--- config.mk ---
export PLATFORM = sky130hd
export DESIGN_NAME = mvu_pe_acc
export DESIGN_NICKNAME = d
export VERILOG_FILES = /design/src/rtl/mvu_pe_acc.sv
export SDC_FILE = /design/constraint.sdc
export NUM_CORES = 1
export LEC_CHECK = 0
export CAP_MARGIN = 10
export CORE_MARGIN = 4
export CORE_UTILIZATION = 56
export CTS_CLUSTER_SIZE = 25
export DETAILED_ROUTE_END_ITERATION = 10
export HOLD_SLACK_MARGIN = 0.08
export PLACE_DENSITY = 0.81
export SYNTH_ARGS = -nofsm -noshare
export SYNTH_HDL_FRONTEND = slang
export SYNTH_SLANG_ARGS = --single-unit
--- constraint.sdc ---
create_clock -name clk -period 2.4 [get_ports clk]
set_input_delay 0.48 -clock clk [delete_from_list [all_inputs] [get_ports clk]]
set_output_delay 0.48 -clock clk [all_outputs]
set_load 0.02 [all_outputs]
--- src/rtl/mvu_pe_acc.sv ---
`default_nettype none
// +----------------------------------------------------------------------------+
// | Module      : mvu_pe_acc                                                   |
// | Description : MVU processing-element accumulator. Stage 1 sums the SIMD    |
// |               product lanes, stage 2 accumulates SF beats into one output. |
// | Revision    : 1.0 - initial release                                        |
// +----------------------------------------------------------------------------+
module mvu_pe_acc #(
  parameter int SIMD        = 2,
  parameter int TDstI       = 4,
  parameter int SF          = 4,
  parameter int TDst        = 16,
  parameter int PROD_SIGNED = 1
) (
  input  logic                  clk,
  input  logic                  rst_n,
  input  logic                  in_v,
  input  logic [SIMD*TDstI-1:0] in_prod,
  output logic                  out_v,
  output logic [TDst-1:0]       out
);

  localparam int                c_CNT_W    = (SF > 1) ? $clog2(SF) : 1;
  localparam logic [c_CNT_W-1:0] c_CNT_LAST = c_CNT_W'(SF - 1);
  localparam logic [c_CNT_W-1:0] c_CNT_ONE  = c_CNT_W'(1);

  logic [TDst-1:0]    w_ext [SIMD];
  logic [TDst-1:0]    w_sum;

  logic [TDst-1:0]    r_sum;
  logic               r_sum_v;
  logic [TDst-1:0]    r_acc;
  logic [c_CNT_W-1:0] r_cnt;
  logic [TDst-1:0]    r_out;
  logic               r_out_v;

  // Widen each lane to the accumulator width; the size cast of a signed
  // operand sign-extends, of an unsigned one zero-extends.
  generate
    for (genvar i = 0; i < SIMD; i++) begin : g_lane
      logic [TDstI-1:0] w_lane;
      assign w_lane   = in_prod[i*TDstI +: TDstI];
      assign w_ext[i] = (PROD_SIGNED != 0) ? TDst'($signed(w_lane))
                                           : TDst'(w_lane);
    end
  endgenerate

  // Adder tree over all lanes, wrapping modulo 2^TDst.
  always_comb begin
    w_sum = '0;
    for (int i = 0; i < SIMD; i++) begin
      w_sum = w_sum + w_ext[i];
    end
  end

  // Stage 1: register the lane sum on valid beats; valid follows in_v.
  always_ff @(posedge clk or negedge rst_n) begin
    if (!rst_n) begin
      r_sum   <= '0;
      r_sum_v <= 1'b0;
    end else begin
      r_sum_v <= in_v;
      if (in_v) begin
        r_sum <= w_sum;
      end
    end
  end

  // Stage 2: fold accumulator; emits the total on the SF-th beat and
  // restarts from zero so back-to-back folds need no bubble.
  always_ff @(posedge clk or negedge rst_n) begin
    if (!rst_n) begin
      r_acc   <= '0;
      r_cnt   <= '0;
      r_out   <= '0;
      r_out_v <= 1'b0;
    end else begin
      r_out_v <= 1'b0;
      if (r_sum_v) begin
        if (r_cnt == c_CNT_LAST) begin
          r_out   <= r_acc + r_sum;
          r_out_v <= 1'b1;
          r_acc   <= '0;
          r_cnt   <= '0;
        end else begin
          r_acc <= r_acc + r_sum;
          r_cnt <= r_cnt + c_CNT_ONE;
        end
      end
    end
  end

  assign out   = r_out;
  assign out_v = r_out_v;

endmodule
`default_nettype wire

Yosys cells after proc, flatten, opt, wreduce, memory -nomap -nowiden
Cells that the tools add are included.

Multiplexer cells: 4. Add/sub/neg operators: 3. Reductions and logical operators: 1. Equality and inequality tests: 1.

Operators by type and width (number): 16-bit adder (1); 16-bit 2-to-1 mux (1); 4-bit by 4-bit adder with 5-bit output (1); 2-bit by 1-bit adder with 2-bit output, second input constant (1); 2-bit == test, second input constant (1); 1-bit 2-to-1 mux (2); 2-bit 2-to-1 mux (1); 2-bit AND reduction (1).

Output and inout port bits: 17. Register bits after elaboration: 52. Bits of input ports: 11. Word-level logic and storage cells: 15.

Depth between registers and ports, before layout
Gate-level depths: netlist (run 1).

Depth after elaboration: 3. Depth in mapped cells: 7. Depth with buffers taken out: 7.

Least setup slack after synthesis (run 1)
OpenSTA, ideal clock, no wires.

Path type: reg2reg. Start point: reg r_sum[14]. End point: reg r_acc[15]. Buffers on the path: 0. Arrival time: 2.148 ns. Stages on the path, launching flop included: 7. Setup time: 0.069 ns. Required time: 2.331 ns. Setup slack: 0.183 ns. Clock period less this slack: 2.217 ns. Cell sequence: dfrtp_1 -> ha_1 -> a21o_1 -> a2111oi_2 -> a211oi_1 -> or4b_1 -> nand3_1.

Longest elaborated chain between the ends: 2.

RTL lines: from (decl) (line 30) `logic [TDst-1:0] r_sum;`; from (signal assigned) (line 64) `r_sum <= w_sum;`; 16-bit adder (line 86) `r_acc <= r_acc + r_sum;`; 16-bit 2-to-1 mux (line 80) `if (r_cnt == c_CNT_LAST) begin`; to (signal assigned) (line 86); to (decl) (line 32) `logic [TDst-1:0] r_acc;`.

Every way passes these cells. A chain may end at the register's enable or synchronous reset.

Worst setup path after layout (run 1)
Same ends and word-level chain as after synthesis.

==> results_dict.tcl, run 1 <==
set metrics [dict create \
    dr.pass1.iters 4 \
    final_nets 306 \
    via_per_inst 5.941 \
    finClkSkew_ns 0.006436 \
    cts_buffer_depth 2 \
    ant_nets 0 \
    drt_iter0_drc 69 \
    multi_input_comb_area_um2 1343 \
    min_period_ns 2.290 \
    critPathCaptureType "flip-flop" \
    grt_max_degree 42 \
    critPathMaxStageDelay_ns 0.52 \
    diodes 0 \
    slew_headroom_pct 40.37 \
    drive_gt1_share_pct 13.14 \
    grt-ovfl-total 0 \
    grt.total_usage_pct 20.19 \
    setup_tns_ns 0 \
    async_reset_ff_share_pct 100.0 \
    num_rows 23 \
    cts-htree-levels 2 \
    setup_viol 0 \
    synth-warning-count 0 \
    antenna_found_initial 0 \
    initial_utilization_pct 58.88 \
    cts_num_sinks 41 \
    status "completed" \
    synth.most_common_cell "dfrtp_1" \
    whs_ns 0.3059 \
    synth_top_cell_by_area "dfrtp_1" \
    synth_edf_count 0 \
    synthFlopType "dfrtp_1" \
    area_growth_pct 22.00 \
    dieArea_um2 5409 \
    ys_types 51 \
    crit_fanout 7 \
    numCtsBuffers 5 \
    grt_pass1_wl_um 8549 \
    drt_wl_total_um 4966 \
    synth.area.top_cells "dfrtp_1 (43%), ha_1 (10%), nand2_1 (4.4%)" \
    crit_slowest_cell "or4b_1" \
    criticalPathCategory "reg2reg" \
    cp_cell_sequence "buf_12, ha_2, a21o_1, a2111oi_2, a211oi_1, or4b_1, nand3_1" \
    postSynthAreaPerCell_um2 10.20 \
    final-hold-violation-count 0 \
    syn_area_um2 2406 \
    maxSlewViolCount 0 \
    grt_pass1_vias 1862 \
    worst_slew_pin_slew_ns 0.8944 \
    hpwlAfterDp_um 3521 \
    cp.required_ns 2.63 \
    chipHeight_um 73.55 \
    hold_buffers 0 \
    syn_nets 269 \
    leakagePower_nw 1.311 \
    synth_seq_area_share_pct 42.64 \
    p_per_area_nw_per_um2 1343 \
    min_path_type "in2async" \
    rsz0062_at_grt "false" \
    core_um2 4086 \
    vias 1925 \
    cts-root-buf "clkbuf_8" \
    ir_worst_vdd_v 0.0007911 \
    io_buffers 27 \
    synth_top_area_share_pct 42.64 \
    period_share_pct 95.41 \
    cp.arrival_ns 2.52 \
    die_w_um 73.55 \
    cts.clk_slew.worst_paths_ns 0.08 \
    gp_congestion 0.9183 \
    synth-seq-cells 41 \
    insertion_delay_ns 0.29 \
    regArea_um2 1027 \
    wl_per_cell_um 15.33 \
    maxCapViolations 0 \
    synth_common_cells "dfrtp_1 (41), nand2_1 (28), ha_1 (20)" \
    num_io_pins 28 \
    drc_errors 0 \
    cts_tree "built" \
    fmax_ghz 0.4367 \
    syn_inst 236 \
    crit_path_start_kind "flip-flop" \
    nFillCells 324 \
]
where the power goes:
part | internal, W | leakage [nW] | switching (W)
Sequential | 0.000980 | 0.505 | 0.000173
Combinational | 0.00102 | 0.748 | 0.00119
Clock | 0.000339 | 0.0585 | 0.000234
per-layer routing:
layer	up-vias	share of wire, %	wire (um)	GRT usage (%)
li1	956	-	-	-
met1	909	46	2291	27.34
met2	49	47	2314	32.19
met3	11	5.1	254	4.378
met4	0	2.1	106	6.640
met5	-	0	0	0
cell families after synthesis:
family,count (synthesis),synth area share (%)
compound gates,72,21.17
xor+xnor,10,3.640
fa+ha+maj,22,12.06
buf+inv,16,2.496
flops,41,42.64
mux,7,3.224
simple gates,68,14.77
worst paths after layout:
check	start	to	slack [ns]	cells after the start
min in group clk	out[7]	out[7]	0.48	2
worst min register to register	out[7]	out[7]	0.48	2
worst max-delay path	r_sum[14]	r_acc[15]	0.11	7
worst max register to register	r_sum[14]	r_acc[15]	0.11	7
max in group asynchronous	rst_n	r_sum[14]	1.49	1
worst min-delay path	rst_n	r_sum[2]	0.31	1
cell usage in the layout, fill, tap and decap left out, types with 2 or more instances in the layout:
cell              n
a21o_1            5
xnor2_1           4
nand2_1          28
o211ai_1          2
o41ai_1           2
o2bb2ai_1         7
buf_4             8
clkbuf_8          6
a211oi_1          3
nand3b_1          3
clkdlybuf4s50_1  26
a21boi_0          2
nand3_1           4
a21oi_1          11
and3_1            4
fa_1              2
nor3_1            3
ha_1             18
o32ai_1           3
nand2b_1          2
mux2_2            6
o21ai_0          16
nor2_1           10
dfrtp_1          40
inv_1             9
xor2_1            6
a2111oi_2         2
o21a_1            3
a31oi_1           2
o31ai_1           5
critical path, delay by kind of cell (launching register included):
kind,cells,cell delay (ns)
buffers and inverters,1,0.14
AOI/OAI and AO/OA,3,0.73
and+or+nand+nor,2,0.61
DFF,1,0.43
adders and majority gates,1,0.32
registers in the layout, indices dropped and copies added, names as in the netlist:
register,cells
out,16
out_v,1
r_acc,16
r_cnt,2
r_sum,5
r_sum_v,1
final cells by class:
type                            count  area share (%)
Multi-Input combinational cell    179           45.74
Sequential cell                    41           35.00
Timing Repair Buffer               37           12.02
Clock buffer                        7           2.941
Tap cell                           50           2.131
Inverter                            9           1.151
Clock inverter                      1           1.023
per-stage QoR:
stage | power [W] | setup slack [ns] | std cells | area (um2) | util, %
global placement | 0.003247 | 0.06644 | 314 | 2768 | 67.73
global route | 0.004247 | 0.005799 | 324 | 2935 | 71.83
floorplan | 0.002625 | 0.1831 | 236 | 2406 | -
detailed placement | 0.003314 | 0.03098 | 314 | 2768 | 67.73
CTS | 0.003903 | 0.06778 | 322 | 2885 | 70.61
finish | 0.003942 | 0.1102 | 324 | 2935 | 71.83
timing repair:
action	4_1_cts	5_1_grt
resized for setup	1	4
hold endpoints to repair	0	0
pin swaps	0	0
endpoints found under the setup margin	1	2
setup buffers	0	2
Note: power is estimated with default switching activity, not from simulation.
==> inputs of run 2 (changes only) <==
==> constraint.sdc (replaced) <==
create_clock -name clk -period 2.4 [get_ports clk]
set_input_delay 0.48 -clock clk [delete_from_list [all_inputs] [get_ports clk]]
set_output_delay 0.48 -clock clk [all_outputs]
set_load 0.01 [all_outputs]
==> results of run 2 <==
The final DEF is identical to that of run 1. Status: completed.
Main changes from that run: total power 0.003942 W -> 0.003843 W; worst IR drop on VDD 0.0007911 V -> 0.0007898 V
==> inputs of run 3 (changes only) <==
--- a/config.mk
+++ b/config.mk
@@ -6,7 +6,7 @@
 export NUM_CORES = 1
 export LEC_CHECK = 0
 export CAP_MARGIN = 10
-export CORE_MARGIN = 4
+export CORE_MARGIN = 2
 export CORE_UTILIZATION = 56
 export CTS_CLUSTER_SIZE = 25
 export DETAILED_ROUTE_END_ITERATION = 10
==> run 3 against run 2 <==
Non-clock buffer count grew 1. Fmax increased by 1.1%. Global-route usage up 1.7 points. Sequential share of layout area rose by 0.38 points. Highest routed layer unchanged. Critical path type unchanged.
==> results_dict.tcl, run 3 (same netlist as run 1, synthesis figures left out) <==
set metrics [dict create \
    crit_fanout 12 \
    cts_buffer_depth 2 \
    crit_path_start_kind "flip-flop" \
    layout_common_cells "dfrtp_1 (40), nand2_1 (28), clkdlybuf4s50_1 (26)" \
    dieArea_um2 4837 \
    die_w_um 69.55 \
    place_ws_ns 0.02609 \
    grt_max_degree 30 \
    place_area_um2 2783 \
    fmax_ghz 0.4415 \
    crit_slowest_cell "dfrtp_2" \
    initial_utilization_pct 59.30 \
    dr.pass1.iters 4 \
    setup_tns_ns 0 \
    maxSlewViolCount 0 \
    rsz0062_at_grt "false" \
    antenna_found_initial 0 \
    wl_per_cell_um 14.58 \
    cts-root-buf "clkbuf_8" \
    grt_pass1_wl_um 8569 \
    vias 1848 \
    grt.total_usage_pct 21.86 \
    status "completed" \
    fin_area_um2 2904 \
    cts-htree-levels 2 \
    ant_nets 0 \
    critPathCaptureType "flip-flop" \
    ir_worst_vdd_v 0.0006050 \
    num_rows 23 \
    chipHeight_um 69.55 \
    p_per_area_nw_per_um2 1279 \
    cts.clk_slew.worst_paths_ns 0.08 \
    worst_slew_pin_slew_ns 0.5059 \
    min_path_type "reg2reg" \
    via_per_inst 5.686 \
    core_um2 4058 \
    r2r_slack_ns 0.14 \
    setup_ws_ns 0.1350 \
    setup_viol 0 \
    min_period_ns 2.265 \
    crit_buf_inv 0 \
    maxCapViolations 0 \
    area_growth_pct 20.70 \
    drive_gt1_share_pct 12.73 \
    grt_pass1_vias 1877 \
    gp_congestion 0.9085 \
    io_buffers 27 \
    drc_errors 0 \
    drt_wl_total_um 4738 \
    cp_cell_sequence "ha_2, a21o_1, a2111oi_2, a211oi_1, or4b_1, nand3_1" \
    diodes 0 \
    num_io_pins 28 \
    final-hold-violation-count 0 \
    leakagePower_nw 1.307 \
    grt-ovfl-total 0 \
    cp.required_ns 2.63 \
    mostFrequentLayoutCell "dfrtp_1" \
    criticalPathCategory "reg2reg" \
    period_share_pct 94.37 \
    cp.arrival_ns 2.50 \
    hpwlAfterDp_um 3457 \
    critPathMaxStageDelay_ns 0.53 \
    reg2reg_depth 6 \
    drt_iter0_drc 102 \
    final_nets 307 \
    cts_num_sinks 41 \
    insertion_delay_ns 0.30 \
    critPathTopFamily "compound AO/OA/AOI/OAI gates" \
    cp_num_cells 6 \
    cts_tree "built" \
    numCtsBuffers 5 \
    hold_depth 2 \
    finClkSkew_ns 0.004859 \
    slew_headroom_pct 66.24 \
]
-- run 3: changes by cell type in the layout (fill, tap and decap cells not counted), sizes merged --
cell and change:
clkbuf -1, clkinv +1, buf +1, dlygate4sd3 +1, bufinv -1
-- run 3: path summary, 6_finish.rpt --
| path | to | start |
|---|---|---|
| max | r_acc[15] | r_sum[14] |
| max in group asynchronous | r_sum[14] | rst_n |
| min in group asynchronous | r_sum[3] | rst_n |
| min reg2reg | out[13] | out[13] |
| max reg2reg | r_acc[15] | r_sum[14] |
| min | out[13] | out[13] |
-- run 3: through the flow --
| step | instances | total power, W | utilization, % | hold WS [ns] |
|---|---|---|---|---|
| after floorplan | 236 | 0.002528 | - | 0.1844 |
| after global routing | 325 | 0.004053 | 71.57 | 0.5121 |
| after global placement | 316 | 0.003148 | 68.58 | 0.2794 |
| after CTS | 325 | 0.003731 | 71.35 | 0.4821 |
| after detailed placement | 316 | 0.003198 | 68.58 | 0.2803 |
| final | 325 | 0.003715 | 71.57 | 0.4777 |
-- run 3: area by class of cell --
cell class	instances	area [um2]
fillers	324	1154
well taps	50	62.56
repair buffers	38	350.3
flip-flops and latches	41	1027
inverters	9	33.78
clock inverters	1	5.005
multi-input cells	179	1329
clock buffers	7	96.34
-- run 3: layer usage --
layer	global-route usage, %	vias to the layer above	wire length (um)
met3	5.523	8	228
li1	-	960	-
met5	0	-	0
met1	28.14	843	2245
met2	36.86	37	2186
met4	5.664	0	78
-- run 3: power breakdown --
part | switching [W] | leakage (nW) | internal [W] | total [W]
combinational | 0.00107 | 0.748 | 0.00100 | 0.00207
sequential | 0.000172 | 0.505 | 0.000980 | 0.00115
clock | 0.000236 | 0.0542 | 0.000260 | 0.000496
total | 0.00147 | 1.31 | 0.00224 | 0.00371
-- run 3: repair_timing --
item	CTS	global route
hold endpoints to repair	2	0
resized for setup	1	2
setup buffers	0	0
setup endpoints to repair	1	3
hold buffers	1	0
pin swaps	0	1
-- run 3: worst register-to-register path, stage by stage (launching register included) --
cell       delay (ns)
dfrtp_2          0.53
ha_2             0.37
a21o_1           0.22
a2111oi_2        0.36
a211oi_1         0.12
or4b_1           0.51
nand3_1          0.09
